==> src/rtl/dmem_arbiter.sv <==
// Arbitrates the single-port data memory between the execute stage and the
// debug/loader port: grant FSM, latched request, fixed-latency access, done pulse.
module dmem_arbiter #(
  parameter int MEM_LAT    = 1,
  parameter int STARVE_MAX = 4
) (
  input  logic        clock,
  input  logic        reset_n,
  input  logic        ex_req,
  input  logic        ex_we,
  input  logic [31:0] ex_addr,
  input  logic [31:0] ex_wdata,
  output logic [31:0] ex_rdata,
  output logic        ex_done,
  output logic        stall_ex,
  input  logic        dbg_req,
  input  logic        dbg_we,
  input  logic [31:0] dbg_addr,
  input  logic [31:0] dbg_wdata,
  output logic [31:0] dbg_rdata,
  output logic        dbg_done,
  output logic [31:0] mem_address,
  output logic [31:0] mem_wdata,
  output logic        mem_read,
  output logic        mem_write,
  input  logic [31:0] mem_rdata
);

  typedef enum logic [1:0] {IDLE, ACCESS, DONE} state_t;
  typedef enum logic {OWN_EX, OWN_DBG} owner_t;

  localparam logic [2:0] LAT_INIT   = 3'(MEM_LAT - 1);
  localparam logic [3:0] STARVE_LIM = 4'(STARVE_MAX);

  state_t     state;
  state_t     state_nxt;
  owner_t     owner;
  logic       we_q;
  logic [2:0] lat_cnt;
  logic [3:0] starve_cnt;

  logic starved;
  logic grant_dbg;
  logic grant_ex;

  // DBG only overtakes a pending EX request once EX has been granted
  // STARVE_MAX times in a row while DBG was waiting.
  assign starved   = (starve_cnt == STARVE_LIM);
  assign grant_dbg = dbg_req & (~ex_req | starved);
  assign grant_ex  = ex_req & ~grant_dbg;

  // NOTE: sequential state uses non-blocking assignments so every register
  // samples the pre-edge values, independent of statement order.
  always_ff @(posedge clock or negedge reset_n) begin
    if (!reset_n) begin
      state <= IDLE;
    end else begin
      state <= state_nxt;
    end
  end

  // NOTE: every output of this block gets a default first, so no path leaves
  // a signal unassigned and no latch is inferred.
  always_comb begin
    state_nxt = state;
    mem_read  = 1'b0;
    mem_write = 1'b0;
    ex_done   = 1'b0;
    dbg_done  = 1'b0;
    case (state)
      IDLE: begin
        if (grant_ex || grant_dbg) state_nxt = ACCESS;
      end
      ACCESS: begin
        mem_read  = ~we_q;
        mem_write = we_q;
        if (lat_cnt == 3'd0) state_nxt = DONE;
      end
      DONE: begin
        ex_done   = (owner == OWN_EX);
        dbg_done  = (owner == OWN_DBG);
        state_nxt = IDLE;
      end
      default: state_nxt = IDLE;
    endcase
  end

  assign stall_ex = ex_req & ~ex_done;

  // Request latch, latency counter, starvation counter and read-data capture.
  always_ff @(posedge clock or negedge reset_n) begin
    if (!reset_n) begin
      owner       <= OWN_EX;
      we_q        <= 1'b0;
      mem_address <= '0;
      mem_wdata   <= '0;
      lat_cnt     <= '0;
      starve_cnt  <= '0;
      ex_rdata    <= '0;
      dbg_rdata   <= '0;
    end else begin
      case (state)
        IDLE: begin
          if (grant_dbg) begin
            owner       <= OWN_DBG;
            we_q        <= dbg_we;
            mem_address <= dbg_addr;
            mem_wdata   <= dbg_wdata;
            lat_cnt     <= LAT_INIT;
          end else if (grant_ex) begin
            owner       <= OWN_EX;
            we_q        <= ex_we;
            mem_address <= ex_addr;
            mem_wdata   <= ex_wdata;
            lat_cnt     <= LAT_INIT;
          end
          if (grant_dbg || !dbg_req) begin
            starve_cnt <= '0;
          end else if (grant_ex && !starved) begin
            starve_cnt <= starve_cnt + 4'd1;
          end
        end
        ACCESS: begin
          if (lat_cnt != 3'd0) begin
            lat_cnt <= lat_cnt - 3'd1;
          end else if (!we_q) begin
            if (owner == OWN_DBG) dbg_rdata <= mem_rdata;
            else                  ex_rdata  <= mem_rdata;
          end
        end
        default: ;
      endcase
    end
  end

endmodule

==> config.mk <==
export PLATFORM = sky130hd
export DESIGN_NAME = dmem_arbiter
export DESIGN_NICKNAME = d
export VERILOG_FILES = /design/src/rtl/dmem_arbiter.sv
export SDC_FILE = /design/constraint.sdc
export NUM_CORES = 1
export LEC_CHECK = 0
export BUFFER_PORTS_ARGS = -buffer_cell sky130_fd_sc_hd__buf_2
export CORE_MARGIN = 3
export CORE_UTILIZATION = 50
export DETAILED_ROUTE_END_ITERATION = 8
export PLACE_DENSITY_LB_ADDON = 0.25
export SETUP_SLACK_MARGIN = 0.15
export SLEW_MARGIN = 20
export SYNTH_ARGS = -nofsm -noshare
export SYNTH_HDL_FRONTEND = slang
export SYNTH_SLANG_ARGS = --single-unit
==> constraint.sdc <==
create_clock -name clock -period 5.1 [get_ports clock]
set_input_delay 0.51 -clock clock [delete_from_list [all_inputs] [get_ports clock]]
set_output_delay 0.51 -clock clock [all_outputs]
set_load 0.005 [all_outputs]
Word level (Yosys, flattened, before mapping) --
Cells that the tools add are included.
Word-level totals: register bits after elaboration 139, input port bits 166, output and inout bits 133, logic and storage cells 66
Operators by class: $add $sub $neg 2, equality and inequality tests 7, multiplexer cells 21, bitwise operators 10, reduce and logical (&&, ||, !) cells 17
Operators with widths (number):
- 32-bit 2-to-1 mux | 4
- 3-bit 2-to-1 mux | 3
- 1-bit 2-to-1 mux | 8
- 4-bit 2-to-1 mux | 2
- 4-bit AND reduction | 2
- 2-bit != test (second input constant) | 3
- 1-bit NOT | 6
- 3-bit one-hot mux with 2 select lines | 1
- 2-bit AND reduction | 3
- 2-bit nonzero test | 3
- 4-bit by 1-bit adder with 4-bit output (second input constant) | 1
- 4-bit by 3-bit == test with 1-bit output (second input constant) | 1
- 2-bit 2-to-1 mux | 2
- 2-bit one-hot mux with 2 select lines | 1
- 1-bit AND | 3
- 3-bit zero test | 1
- 3-bit != test (second input constant) | 1
- 3-bit AND reduction | 1
- 3-bit nonzero test | 1
- 3-bit by 1-bit subtractor with 3-bit output (second input constant) | 1
- 2-bit by 1-bit == test with 1-bit output (second input constant) | 1
- 2-bit == test (second input constant) | 1
- 1-bit zero test | 2
- 2-bit zero test | 1
- 3 further kinds | 4

Depth between registers and ports, before layout --
word-level depth 8, mapped depth 7, depth with buffers taken out 5

Worst setup path after synthesis --
Ideal clock, no wire load.
path type reg2reg, start reg lat_cnt[0], end reg ex_rdata[0], library setup time 0.125 ns, data arrival time 1.500 ns, path slack 3.475 ns, stages on the path, launching flop included 7, buffers on the path 1, period minus slack after synthesis 1.625 ns, cells stage by stage dfrtp_1 > inv_1 > ha_1 > nand2b_1 > nor4_4 > buf_6 > mux2_2
Between the ends: word-level cells in the longest chain between the ends 3
RTL lines:
- from (decl) | RTL line 39 | logic [2:0] lat_cnt;
- from (signal assigned) | RTL line 125 | lat_cnt <= lat_cnt - 3'd1;
- 3-bit nonzero test | RTL line 124 | if (lat_cnt != 3'd0) begin
- 1-bit NOT (no line)
- 4-bit AND reduction (no line)
- to (signal assigned) | RTL line 128 | else ex_rdata <= mem_rdata;
- to (decl) | RTL line 13 | output logic [31:0] ex_rdata,
Every way passes these cells. A chain may end at the register's enable or synchronous reset.

Worst setup path after layout --
start reg starve_cnt[0], end reg mem_wdata[1]
Between the ends: word-level cells in the longest chain between the ends 7, elaborated cells between the ends (all ways) 8, those cells by class eq/ne (1); mux (1); bitwise (4); reduce/logical (2)
RTL lines:
- from (decl) | RTL line 40 | logic [3:0] starve_cnt;
- from (signal assigned) | RTL line 120 | starve_cnt <= starve_cnt + 4'd1;
- 4-bit by 3-bit == test with 1-bit output * | RTL line 48 | assign starved = (starve_cnt == STARVE_LIM);
- 1-bit bitwise OR * | RTL line 49 | assign grant_dbg = dbg_req & (~ex_req | starved);
- 1-bit AND * | RTL line 49
- 1-bit NOT | RTL line 50 | assign grant_ex = ex_req & ~grant_dbg;
- 1-bit AND | RTL line 50
- 2-bit nonzero test (no line)
- 2-bit AND reduction (no line)
- to (signal assigned) | RTL line 108 | mem_wdata <= dbg_wdata;
- to (signal assigned) | RTL line 114 | mem_wdata <= ex_wdata;
- to (decl) | RTL line 23 | output logic [31:0] mem_wdata,
Every way passes the cells marked *; elsewhere a longest branch is shown, timed or not.

==> qor.json <==
{
  "clk_path_buf_depth": 2,
  "syn_area_um2": 6520,
  "num-nets-final": 1012,
  "report.final.slew_viol_count": 0,
  "post_synth_inst_count": 578,
  "port_buffers": 298,
  "tritoncts.num_buffers": 17,
  "place.gp.congestion": 0.814,
  "endpoints_failing_setup": 0,
  "syn_area_per_cell_um2": 11.3,
  "coreArea_um2": 12700,
  "cts_max_level": 4,
  "power.ir.vdd_worst_uv": 284,
  "path_class": "flop to flop",
  "post_cts_resize_count": 0,
  "rsz_0062_raised_after_global_routing": "no",
  "synth_nets": 748,
  "detail-route-antenna-nets": 0,
  "number_of_distinct_library_cells_after_synthesis": 38,
  "clock_skew_ns": 0.0130,
  "tritoncts_num_sinks": 139,
  "cts_post_setup_buffers_inserted": 0,
  "timing.slew.headroom_pct": 39.0,
  "clk_transition_reported_paths_ns": 0.06,
  "detailedRoute.firstIterationViolations": 435,
  "global_route_wire_length_before_repair_um": 30500,
  "post-dp-hpwl_um": 12900,
  "actual_slew_at_the_worst_max_slew_pin_ns": 0.914,
  "detailroute.via_count": 5933,
  "finalHoldViolations": 0,
  "power.leakage_nw": 4.14,
  "route.detailed.vias_per_inst": 5.78,
  "synth_seq_cells": 139,
  "post-route-period-util_pct": 47.4,
  "first_pass_iteration_count_of_the_detailed_router": 5,
  "worst_setup_path_start_kind": "flop",
  "die_h_um": 120,
  "synth_seq_area_share_pct": 53.4,
  "worst_skew_pair.late_latency_ns": 0.42,
  "powerDensity_nw_per_um2": 610,
  "critical_path.max_fanout": 38,
  "grt.total_usage_pct": 26.3,
  "num-fill-cells": 970,
  "cap_violations": 0,
  "final_core_util_pct": 68.4,
  "wl_per_cell_um": 18.6,
  "clock_tree_from_tritoncts": "yes",
  "root_buffer": "sky130_fd_sc_hd__clkbuf_16",
  "crit_path_end_kind": "flop",
  "effective_utilization_at_floorplan_pct": 51.4,
  "setup_total_negative_slack_ns": 0,
  "antenna_violations_before_repair": 1,
  "design.portCount": 299,
  "max_freq_mhz": 414,
  "crit_required_ns": 5.37,
  "layout-drive-gt1-share_pct": 48.0,
  "die_w_um": 120,
  "first_global_vias": 5878,
  "remaining_drcs": 0,
  "drt_total_wl_um": 19100,
  "holdBufCountCts": 0,
  "placement_rows": 41,
  "area_growth_syn_to_layout_pct": 32.9,
  "worstHoldPathType": "input port to asynchronous set/reset pin",
  "clock_period_minus_worst_slack_ns": 2.42,
  "grt_overflow": 0,
  "die-area_um2": 14400,
  "run_status": "complete, no violations",
  "largest_net_degree_at_the_start_of_global_routing": 134,
  "antenna_cells": 0,
  "cp_data_arrival_time_ns": 2.68,
  "count_of_warnings_emitted_by_yosys": 0
}
## placed cells by master, fill, tap and decap left out, types with 3 or more instances in the layout
cell type                     n
sky130_fd_sc_hd__nand3_1     66
sky130_fd_sc_hd__bufinv_16    4
sky130_fd_sc_hd__buf_2      297
sky130_fd_sc_hd__nand2_1      4
sky130_fd_sc_hd__clkinv_2     3
sky130_fd_sc_hd__mux2_2      32
sky130_fd_sc_hd__o21ai_0     67
sky130_fd_sc_hd__nand4_1     65
sky130_fd_sc_hd__inv_1        7
sky130_fd_sc_hd__ha_1         4
sky130_fd_sc_hd__clkinv_4     4
sky130_fd_sc_hd__mux2_4      30
sky130_fd_sc_hd__o211ai_1    64
sky130_fd_sc_hd__o31ai_1      4
sky130_fd_sc_hd__buf_4        9
sky130_fd_sc_hd__nor2_1       4
sky130_fd_sc_hd__dfrtp_1    139
sky130_fd_sc_hd__clkbuf_16   17
## area by class of cell
type	count	area [µm²]	share of cell area, %
Tap cell	172	215	2.48
Clock buffer	18	429	4.96
Sequential cell	139	3480	40.2
Timing Repair Buffer	308	1580	18.2
Inverter	7	26.3	0.303
Clock inverter	14	195	2.25
Multi-Input combinational cell	369	2740	31.6
## worst max-delay path: stages, from the launching register on
cell,delay [ns]
sky130_fd_sc_hd__dfrtp_1,0.39
sky130_fd_sc_hd__inv_1,0.07
sky130_fd_sc_hd__ha_1,0.22
sky130_fd_sc_hd__and3b_1,0.25
sky130_fd_sc_hd__o21ai_4,0.65
sky130_fd_sc_hd__buf_4,0.50
sky130_fd_sc_hd__o211ai_1,0.17
## synth_stat cells, drive strengths merged
master / instances / share of area [%]
o32ai: 1 / 0.13
o211ai: 64 / 7.4
nor3b: 2 / 0.31
or4: 2 / 0.23
and3b: 2 / 0.27
dfrtp: 139 / 53
nor4b: 1 / 0.13
nand2b: 2 / 0.31
a21oi: 1 / 0.077
inv: 7 / 0.40
clkbuf: 42 / 2.4
mux2i: 1 / 0.15
nand4b: 1 / 0.13
nor2: 6 / 0.35
or2: 2 / 0.19
mux2: 64 / 13
nor4: 1 / 0.33
or3: 1 / 0.096
nand3: 67 / 5.2
buf: 21 / 2.2
o221ai: 1 / 0.13
nor2b: 1 / 0.096
o21ai: 69 / 5.3
nand4: 65 / 6.2
ha: 4 / 0.77
o22ai: 1 / 0.096
o31ai: 4 / 0.46
nor3: 1 / 0.077
a21o: 1 / 0.12
nand2: 4 / 0.23
## per-stage QoR
stage / power, mW / cells / hold WS [ns] / worst slack, ns / cell area, µm²
6_report: 5.28 / 1027 / 0.143 / 2.68 / 8660
3_5_place_dp: 3.99 / 995 / 0.489 / 2.46 / 8030
4_1_cts: 5.31 / 1027 / 0.175 / 2.71 / 8650
3_3_place_gp: 3.90 / 995 / 0.467 / 2.58 / 8030
2_1_floorplan: 3.14 / 578 / 0.214 / 3.47 / 6520
5_1_grt: 5.63 / 1027 / 0.187 / 2.53 / 8660
## worst paths after layout
check                                          startpoint                         to  slack (ns)  cells after the start
worst max-delay path            starve_cnt[0]$_DFFE_PN0P_   mem_wdata[1]$_DFFE_PN0P_        2.68                      6
worst min-delay path                              reset_n  dbg_rdata[27]$_DFFE_PN0P_        0.14                      1
worst max register to register  starve_cnt[0]$_DFFE_PN0P_   mem_wdata[1]$_DFFE_PN0P_        2.68                      6
worst min register to register    ex_rdata[3]$_DFFE_PN0P_    ex_rdata[3]$_DFFE_PN0P_        0.50                      1
max in group asynchronous                         reset_n   ex_rdata[18]$_DFFE_PN0P_        3.73                      2
min in group clock                           mem_rdata[3]    ex_rdata[3]$_DFFE_PN0P_        0.34                      2
## power by group
group,total [mW],switching (mW),internal (mW),leakage (nW)
clock network,1.30,0.480,0.821,0.305
logic,2.04,1.02,1.02,2.14
registers,1.94,0.305,1.64,1.69
## state kept, by name, summed over array words and instances (netlist names)
| signal | count |
|---|---|
| we_q | 1 |
| mem_wdata | 32 |
| state | 2 |
| starve_cnt | 4 |
| lat_cnt | 3 |
| owner | 1 |
| ex_rdata | 32 |
| mem_address | 32 |
| dbg_rdata | 32 |
## metal layers
metal	up-vias	track usage (%)	routed length, µm
met3	24	6.27	1470
met2	290	43.7	9670
met5	-	0	13
met4	2	8.38	274
li1	2725	-	-
met1	2892	34.2	7630
## logic make-up (layout without fill, tap and decap cells)
kind of cell,after synthesis,in the layout,share of synthesized area [%]
compound gates,142,142,13.7
fa+ha+maj,4,4,0.768
buf+inv,70,347,5.01
flops,139,139,53.4
mux,65,65,12.9
simple gates,158,158,14.2
(Power assumes the default switching activity.)
